$ cat config.mk
export PLATFORM = sky130hd
export DESIGN_NAME = draw_control
export DESIGN_NICKNAME = d
export VERILOG_FILES = /design/src/rtl/draw_control.sv
export SDC_FILE = /design/constraint.sdc
export NUM_CORES = 1
export LEC_CHECK = 0
export CORE_MARGIN = 1
export CORE_UTILIZATION = 53
export CTS_CLUSTER_SIZE = 14
export DETAILED_ROUTE_END_ITERATION = 8
export HOLD_SLACK_MARGIN = 0.05
export MAX_ROUTING_LAYER = met4
export PLACE_DENSITY = 0.79
export RECOVER_POWER = 100
export SYNTH_ARGS = -nofsm -noshare
export SYNTH_HDL_FRONTEND = slang
export SYNTH_SLANG_ARGS = --single-unit
$ cat constraint.sdc
create_clock -name clock_i -period 3 [get_ports clock_i]
set_input_delay 0.45 -clock clock_i [delete_from_list [all_inputs] [get_ports clock_i]]
set_output_delay 0.45 -clock clock_i [all_outputs]
set_load 0.01 [all_outputs]
$ cat src/rtl/draw_control.sv
// Control sequencer for the drawing datapath: background fill, car draw,
// frame-synchronous erase/move/redraw, with car position and frame timer.
module draw_control #(
  parameter int unsigned SCREEN_W    = 160,
  parameter int unsigned SCREEN_H    = 120,
  parameter int unsigned CAR_W       = 8,
  parameter int unsigned CAR_H       = 12,
  parameter int unsigned STEP        = 2,
  parameter int unsigned FRAME_TICKS = 833333
) (
  input  logic       clock_i,
  input  logic       reset_i,
  input  logic       start_i,
  input  logic       left_i,
  input  logic       right_i,
  output logic       draw_bg_o,
  output logic       draw_car_o,
  output logic       erase_o,
  output logic       plot_o,
  output logic       inc_o,
  output logic       done_bg_o,
  output logic       done_car_o,
  output logic       done_erase_o,
  output logic [7:0] xpoint_o,
  output logic [7:0] ypoint_o,
  output logic       busy_o
);

  localparam int unsigned FW     = (FRAME_TICKS > 1) ? $clog2(FRAME_TICKS) : 1;
  localparam logic [7:0]  CAR_X0 = 8'((SCREEN_W - CAR_W) / 2);
  localparam logic [7:0]  CAR_Y  = 8'(SCREEN_H - CAR_H - 4);
  localparam logic [7:0]  X_MAX  = 8'(SCREEN_W - CAR_W);
  localparam logic [7:0]  STEP_W = 8'(STEP);

  typedef enum logic [2:0] {
    S_IDLE, S_DRAW_BG, S_DRAW_CAR, S_WAIT, S_ERASE, S_MOVE
  } state_e;

  function automatic logic [7:0] width_of(input state_e s);
    return (s == S_DRAW_BG) ? 8'(SCREEN_W) : 8'(CAR_W);
  endfunction

  function automatic logic [7:0] height_of(input state_e s);
    return (s == S_DRAW_BG) ? 8'(SCREEN_H) : 8'(CAR_H);
  endfunction

  state_e          state_q, state_d;
  logic [7:0]      sx_q, sx_d, sy_q, sy_d;
  logic [FW-1:0]   frame_q, frame_d;
  logic [7:0]      car_x_q, car_x_d, next_x_q, next_x_d;
  logic            draw_bg_q, draw_bg_d, draw_car_q, draw_car_d, erase_q, erase_d;
  logic            plot_q, plot_d, inc_q, inc_d, busy_q, busy_d;
  logic            done_bg_q, done_bg_d, done_car_q, done_car_d, done_erase_q, done_erase_d;
  logic [7:0]      xpoint_q, xpoint_d, ypoint_q, ypoint_d;

  logic            tick;
  logic [7:0]      cand_x, cur_w, cur_h, nxt_w, nxt_h;
  logic [8:0]      sum_x;
  logic            last_col, last_row, sweep_d;

  always_ff @(posedge clock_i) begin
    if (reset_i) begin
      state_q      <= S_IDLE;
      sx_q         <= '0;
      sy_q         <= '0;
      frame_q      <= '0;
      car_x_q      <= CAR_X0;
      next_x_q     <= CAR_X0;
      draw_bg_q    <= 1'b0;
      draw_car_q   <= 1'b0;
      erase_q      <= 1'b0;
      plot_q       <= 1'b0;
      inc_q        <= 1'b0;
      done_bg_q    <= 1'b0;
      done_car_q   <= 1'b0;
      done_erase_q <= 1'b0;
      xpoint_q     <= '0;
      ypoint_q     <= '0;
      busy_q       <= 1'b0;
    end else begin
      state_q      <= state_d;
      sx_q         <= sx_d;
      sy_q         <= sy_d;
      frame_q      <= frame_d;
      car_x_q      <= car_x_d;
      next_x_q     <= next_x_d;
      draw_bg_q    <= draw_bg_d;
      draw_car_q   <= draw_car_d;
      erase_q      <= erase_d;
      plot_q       <= plot_d;
      inc_q        <= inc_d;
      done_bg_q    <= done_bg_d;
      done_car_q   <= done_car_d;
      done_erase_q <= done_erase_d;
      xpoint_q     <= xpoint_d;
      ypoint_q     <= ypoint_d;
      busy_q       <= busy_d;
    end
  end

  // Next state first; outputs are then decoded from the next state so the
  // registered strobes line up with the state they describe.
  always_comb begin
    state_d  = state_q;
    sx_d     = sx_q;
    sy_d     = sy_q;
    car_x_d  = car_x_q;
    next_x_d = next_x_q;

    tick    = (frame_q == FW'(FRAME_TICKS - 1));
    frame_d = tick ? '0 : frame_q + FW'(1);

    sum_x = {1'b0, car_x_q} + 9'(STEP);
    if (left_i) begin
      cand_x = (car_x_q >= STEP_W) ? car_x_q - STEP_W : '0;
    end else begin
      cand_x = (sum_x > {1'b0, X_MAX}) ? X_MAX : sum_x[7:0];
    end

    cur_w    = width_of(state_q);
    cur_h    = height_of(state_q);
    last_col = (sx_q == cur_w - 8'd1);
    last_row = (sy_q == cur_h - 8'd1);

    case (state_q)
      S_IDLE: begin
        if (start_i) state_d = S_DRAW_BG;
      end
      S_DRAW_BG, S_DRAW_CAR, S_ERASE: begin
        if (last_col && last_row) begin
          sx_d = '0;
          sy_d = '0;
          case (state_q)
            S_DRAW_BG:  state_d = S_DRAW_CAR;
            S_DRAW_CAR: state_d = S_WAIT;
            default:    state_d = S_MOVE;
          endcase
        end else if (last_col) begin
          sx_d = '0;
          sy_d = sy_q + 8'd1;
        end else begin
          sx_d = sx_q + 8'd1;
        end
      end
      S_WAIT: begin
        if (tick && (left_i ^ right_i) && (cand_x != car_x_q)) begin
          next_x_d = cand_x;
          state_d  = S_ERASE;
        end
      end
      S_MOVE: begin
        car_x_d = next_x_q;
        state_d = S_DRAW_CAR;
      end
      default: state_d = S_IDLE;
    endcase

    nxt_w        = width_of(state_d);
    nxt_h        = height_of(state_d);
    sweep_d      = state_d inside {S_DRAW_BG, S_DRAW_CAR, S_ERASE};
    draw_bg_d    = (state_d == S_DRAW_BG);
    draw_car_d   = (state_d == S_DRAW_CAR);
    erase_d      = (state_d == S_ERASE);
    plot_d       = sweep_d;
    inc_d        = sweep_d && (sx_d == nxt_w - 8'd1);
    done_bg_d    = draw_bg_d  && inc_d && (sy_d == nxt_h - 8'd1);
    done_car_d   = draw_car_d && inc_d && (sy_d == nxt_h - 8'd1);
    done_erase_d = erase_d    && inc_d && (sy_d == nxt_h - 8'd1);
    busy_d       = !(state_d inside {S_IDLE, S_WAIT});

    xpoint_d = xpoint_q;
    ypoint_d = ypoint_q;
    if (draw_bg_d) begin
      xpoint_d = '0;
      ypoint_d = '0;
    end else if (draw_car_d || erase_d) begin
      xpoint_d = car_x_d;
      ypoint_d = CAR_Y;
    end
  end

  assign draw_bg_o    = draw_bg_q;
  assign draw_car_o   = draw_car_q;
  assign erase_o      = erase_q;
  assign plot_o       = plot_q;
  assign inc_o        = inc_q;
  assign done_bg_o    = done_bg_q;
  assign done_car_o   = done_car_q;
  assign done_erase_o = done_erase_q;
  assign xpoint_o     = xpoint_q;
  assign ypoint_o     = ypoint_q;
  assign busy_o       = busy_q;

endmodule

Word level (Yosys, flattened, before mapping)

Index checks and enable logic that the tools add are counted.

Word-level logic and storage cells: 83
Register bits after elaboration: 73
Output and inout bits: 25

Bitwise logic cells: 1
$lt $le $gt $ge: 2
Add/sub/neg operators: 9
Reductions and logical operators: 20
Mux-type cells: 19
Eq/ne operators: 15

Operators by type and width:

| cell                  | number |
|---|---|
| $mux 8                | 12 |
| $eq 8x8->1            | 4 |
| $add 20x1->20 const B | 1 |
| $eq 20x20->1 const B  | 1 |
| $add 8x1->8 const B   | 2 |
| $sub 7x1->8 const B   | 2 |
| $sub 8x1->8 const B   | 2 |
| $mux 7                | 2 |
| $eq 3x2->1 const B    | 4 |
| $pmux 3 s4            | 1 |
| $logic_and 1x1->1     | 10 |
| $add 8x2->9 const B   | 1 |
| $eq 3x3->1 const B    | 3 |
| $gt 9x8->1 const B    | 1 |
| $mux 3                | 3 |
| $ge 8x2->1 const B    | 1 |
| $ne 8x8->1            | 1 |
| $sub 8x2->8 const B   | 1 |
| $eq 3x1->1 const B    | 2 |
| $logic_not 3->1       | 2 |
| $pmux 3 s2            | 1 |
| $reduce_or 2->1       | 2 |
| $reduce_bool 3->1     | 1 |
| $reduce_or 3->1       | 1 |
| 5 further kinds       | 5 |

Depth between registers and ports, before layout

Gate-level depths: netlist of run 1.

Depth after elaboration: 15
Mapped depth: 11
Mapped depth without buffers: 9

Worst setup path before layout of run 1

Ideal clock, no wire load.

Path type: reg2reg
Start point: register car_x_q[1]
End point: register next_x_q[5]
Clock period less this slack: 2.832 ns
Arrival: 2.704 ns
Data required time: 2.872 ns
Library setup time: 0.128 ns
Setup slack: 0.168 ns
Stages on the path, launching flop included: 12
Path through: dfxtp_1 > buf_1 > inv_1 > ha_1 > nand2b_1 > a211oi_1 > o21ai_0 > or4_4 > o2111ai_4 > buf_6 > mux2i_1 > nor2_1

Word-level cells in the longest chain between the ends: 7
Elaborated cells on any way between the ends: 10
Those cells by class: add/sub: 2; order compare: 2; eq/ne: 1; mux: 3; reduce/logical: 2

Ends and longest elaborated chain:

| item                       | line | RTL |
|---|---|---|
| from (decl)                | 50   | `logic [7:0] car_x_q, car_x_d, next_x_q, next_x_d;` |
| from (signal assigned)     | 85   | `car_x_q <= car_x_d;` |
| $add 8x2->9                | 113  | `sum_x = {1'b0, car_x_q} + 9'(STEP);` |
| $gt 9x8->1                 | 117  | `cand_x = (sum_x > {1'b0, X_MAX}) ? X_MAX : sum_x[7:0];` |
| $mux 8                     | 117  |  |
| $mux 8                     | 114  | `if (left_i) begin` |
| $ne 8x8->1                 | 146  | `if (tick && (left_i ^ right_i) && (cand_x != car_x_q)) begin` |
| $logic_and 1x1->1          | 146  |  |
| $reduce_and 2->1 (no line) | -    |  |
| to (signal assigned)       | 86   | `next_x_q <= next_x_d;` |
| to (decl)                  | 50   |  |

Several ways; a longest one is shown, not always the timed one.
A chain may end at the register's enable or synchronous reset.

Worst setup path in the final report of run 1

Start point: register car_x_q[1]
End point: register next_x_q[2]

Same word-level chain as after synthesis.

==> impl_metrics.ini, run 1 <==
[outcome]
outcome = finished, final reports clean

[cts]
cts_inserted_buffers = 9
hold_buffers = 0
worstSkewPairLatency_ns = 0.35
clockBufferDepth = 2
ctsRootBufferMaster = clkbuf_8
path_clk_slew_ns = 0.07
cts_tree = yes
htree_levels = 3
cts.sinks = 73

[sta]
tightest_slew_ns = 0.6730
whs_ns = 0.4514
hold_violations = 0
timing.final.crit_period_ns = 2.853
final.setup.worst_slack_ns = 0.1475
fin_crit_sh_pct = 95.08
tns_ns = 0
setup_viol = 0
fmax_mhz = 350.6
clock_skew_ns = 0.005770
relSlewSlack_pct = 55.07
report.final.slew_viol_count = 0

[yosys]
synth_top_family_by_area = simple AND/OR/NAND/NOR gates
synth_xor_area_share_pct = 6.771
synthFlopType = dfxtp_1
synthCells = 491
synthMuxAreaShare_pct = 5.804
synthesis.area_sq_mm = 0.004139
yosysWarnings = 0
async_flop_share_pct = 0
synth-compound-area-share_pct = 14.48
ys_ff_latch = 73
yosys.area_share.simple_pct = 28.57
seq_area_frac_synth_pct = 35.31
synthAdderAreaFrac_pct = 2.116
synth_edf_count = 0
syn_avg_cell_area_sq_um = 8.430
yosysUniqueCellTypes = 73

[drt]
postRouteAntennaNets = 0
route.detailed.drc = 0
vias_per_cell = 5.780
vias = 3630
post_drt_wl_per_cell_um = 14.84
first_pass_iters = 5
drtIter0Drc = 181
wl_mm = 9.321

[final_layout]
fin_nets = 537
area_delta_synth_final_pct = 12.85
insertedDiodeCount = 0
final_common_cell = dfxtp_1
final_layout_size_suffix_gt1_share_pct = 11.34
mostFrequentLayoutCells = dfxtp_1, nor2_1, nand2_1, buf_4, nand3_1
design_area_sq_mm = 0.004671
final_core_util_pct = 63.05

[pwr]
internal_power_w = 0.001342
switching_share_pct = 25.02
power_leakage_nw = 1.844
p_per_area_mw_per_mm2 = 383.1
ir_drop_uv = 213.7
seqPwrFrac_pct = 55.1
switching_power_w = 0.0004477
clkPwrFrac_pct = 38.0
comb_power_share_pct = 7.0

[floorplan]
dieArea_sq_mm = 0.008167
initial_utilization_pct = 55.87
core_area_sq_mm = 0.007408
die_w_um = 90.37
num_io_pins = 30
fp-row-count = 31
die_h_um = 90.37

[hold_path]
worstHoldPathType = flop to flop

[worst_setup_path]
crit_required_ns = 3.24
crit_path_max_incr_delay_ns = 0.56
critPathSlowestCell = or4_4
cp_max_fo = 8
critical_path_class = flop to flop
crit_path_start_kind = flop
worstPathCellList = inv_1 > ha_1 > nand2b_1 > a211oi_1 > o21ai_0 > or4_4 > o2111ai_4 > buf_4 > nor2b_1 > o21ai_1
worst_setup_path_end_kind = flop
arrival_ns = 3.09

[grt]
antenna_found_initial = 0
grt_pass1_vias = 3454
grt_max_degree = 20
grt_pass1_wl_mm = 15.84
overflow = 0
grt.total_usage_pct = 24.41

[placed_design]
post-place-ws_ns = 0.1616
post_dp_cell_area_sq_mm = 0.004489
dpl.hpwl_mm = 6.883
place_congestion = 0.9141
numPortBuffers = 24

[flow_run]
max_cap_violations = 0
area by class of cell:
class,count,area [sq um]
clock buffer,10,137.6
clock inverter,5,32.53
fill,651,2738
inverter,14,52.55
multi-input combinational,374,2416
sequential,73,1461
tap,99,123.9
timing repair buffer,53,446.7
path summary, 6_finish.rpt:
| kind | slack [ns] | end | from | cells past startpoint |
|---|---|---|---|---|
| min reg2reg | 0.45 | next_x_q[1]$_SDFFE_PP0P_ | next_x_q[1]$_SDFFE_PP0P_ | 2 |
| max | 0.15 | next_x_q[2]$_SDFFE_PP1P_ | car_x_q[1]$_SDFF_PP0_ | 10 |
| min | 0.45 | next_x_q[1]$_SDFFE_PP0P_ | next_x_q[1]$_SDFFE_PP0P_ | 2 |
| max reg2reg | 0.15 | next_x_q[2]$_SDFFE_PP1P_ | car_x_q[1]$_SDFF_PP0_ | 10 |
per-stage QoR:
stage                     total power (W)  std cells
after floorplan                  0.001094        495
after global placement           0.001129        611
after CTS                        0.001804        626
after detailed placement         0.001132        611
final                            0.001789        628
after global routing             0.001864        628
cell usage after synthesis, drive strengths merged (3+ instances only):
cell type	n	area [sq um]
mux2i	15	150.1
xor2	18	157.7
nand2b	6	37.54
mux2	8	90.09
buf	19	145.1
o21a	4	30.03
ha	7	87.58
dfxtp	73	1461
nor4bb	3	30.03
a21boi	3	22.52
nor3b	4	30.03
o211ai	7	52.55
nand3	23	115.1
o2111ai	3	43.80
nor2b	4	25.02
nand4b	4	35.03
a21oi	19	98.85
and2	9	56.30
and3	15	95.09
nor3	14	70.07
nor2	56	212.7
nand4	10	68.81
clkbuf	15	86.33
nor4b	3	26.28
a211o	5	43.79
a211oi	4	30.03
xnor2	14	122.6
nor4	3	33.78
o31ai	4	30.03
or4	5	46.29
a31oi	4	25.02
inv	14	52.55
nand2	51	191.4
or3	5	31.28
o21ai	13	68.82
layer usage:
layer | global-route usage (%) | part of all wire, % | wire length [um] | up-vias
li1 | - | - | - | 1800
met1 | 28.82 | 45 | 4239 | 1692
met2 | 40.71 | 48 | 4434 | 122
met3 | 5.724 | 5.1 | 479 | 16
met4 | 8.468 | 1.8 | 167 | 0
met5 | - | 0 | 0 | -
critical path: cells and delay by family, from the launching register on:
| kind | cells | cell delay [ns] |
|---|---|---|
| compound gates | 4 | 0.80 |
| simple gates | 3 | 0.89 |
| flops | 1 | 0.42 |
| fa+ha+maj | 1 | 0.34 |
| buf+inv | 2 | 0.28 |
cells by family after synthesis:
| group | Yosys count |
|---|---|
| compound gates | 83 |
| xor+xnor | 32 |
| fa+ha+maj | 7 |
| buf+inv | 48 |
| flops | 73 |
| mux | 23 |
| other cells | 1 |
| simple gates | 224 |
state kept, by name, indices dropped and copies added, names as in the netlist, 3 cells and up:
| name | flops |
|---|---|
| car_x_q | 8 |
| frame_q | 20 |
| next_x_q | 8 |
| state_q | 3 |
| sx_q | 8 |
| sy_q | 8 |
| xpoint_o | 8 |
power by group through the flow:
stage / Clock, W / Sequential, W / Combinational, W
after floorplan: 0 / 0.00101 / 0.0000845
after global placement: 0 / 0.00101 / 0.000121
after detailed placement: 0 / 0.00101 / 0.000123
after CTS: 0.000694 / 0.000986 / 0.000124
after global routing: 0.000740 / 0.000988 / 0.000137
final: 0.000679 / 0.000986 / 0.000124
repair_timing:
| action | 4_1_cts | 5_1_grt |
|---|---|---|
| resized for setup | 0 | 2 |
| setup endpoints to repair | 0 | 2 |
| buffers inserted | 0 | 2 |
(Power assumes the default switching activity.)
==> run 2: changes to the inputs <==
--- a/config.mk
+++ b/config.mk
@@ -13,6 +13,8 @@
 export MAX_ROUTING_LAYER = met4
 export PLACE_DENSITY = 0.79
 export RECOVER_POWER = 100
+export SKIP_CTS_REPAIR_TIMING = 1
+export SLEW_MARGIN = 5
 export SYNTH_ARGS = -nofsm -noshare
 export SYNTH_HDL_FRONTEND = slang
 export SYNTH_SLANG_ARGS = --single-unit
==> results of run 2 <==
The final DEF is identical to that of run 1; final timing and power are the same.
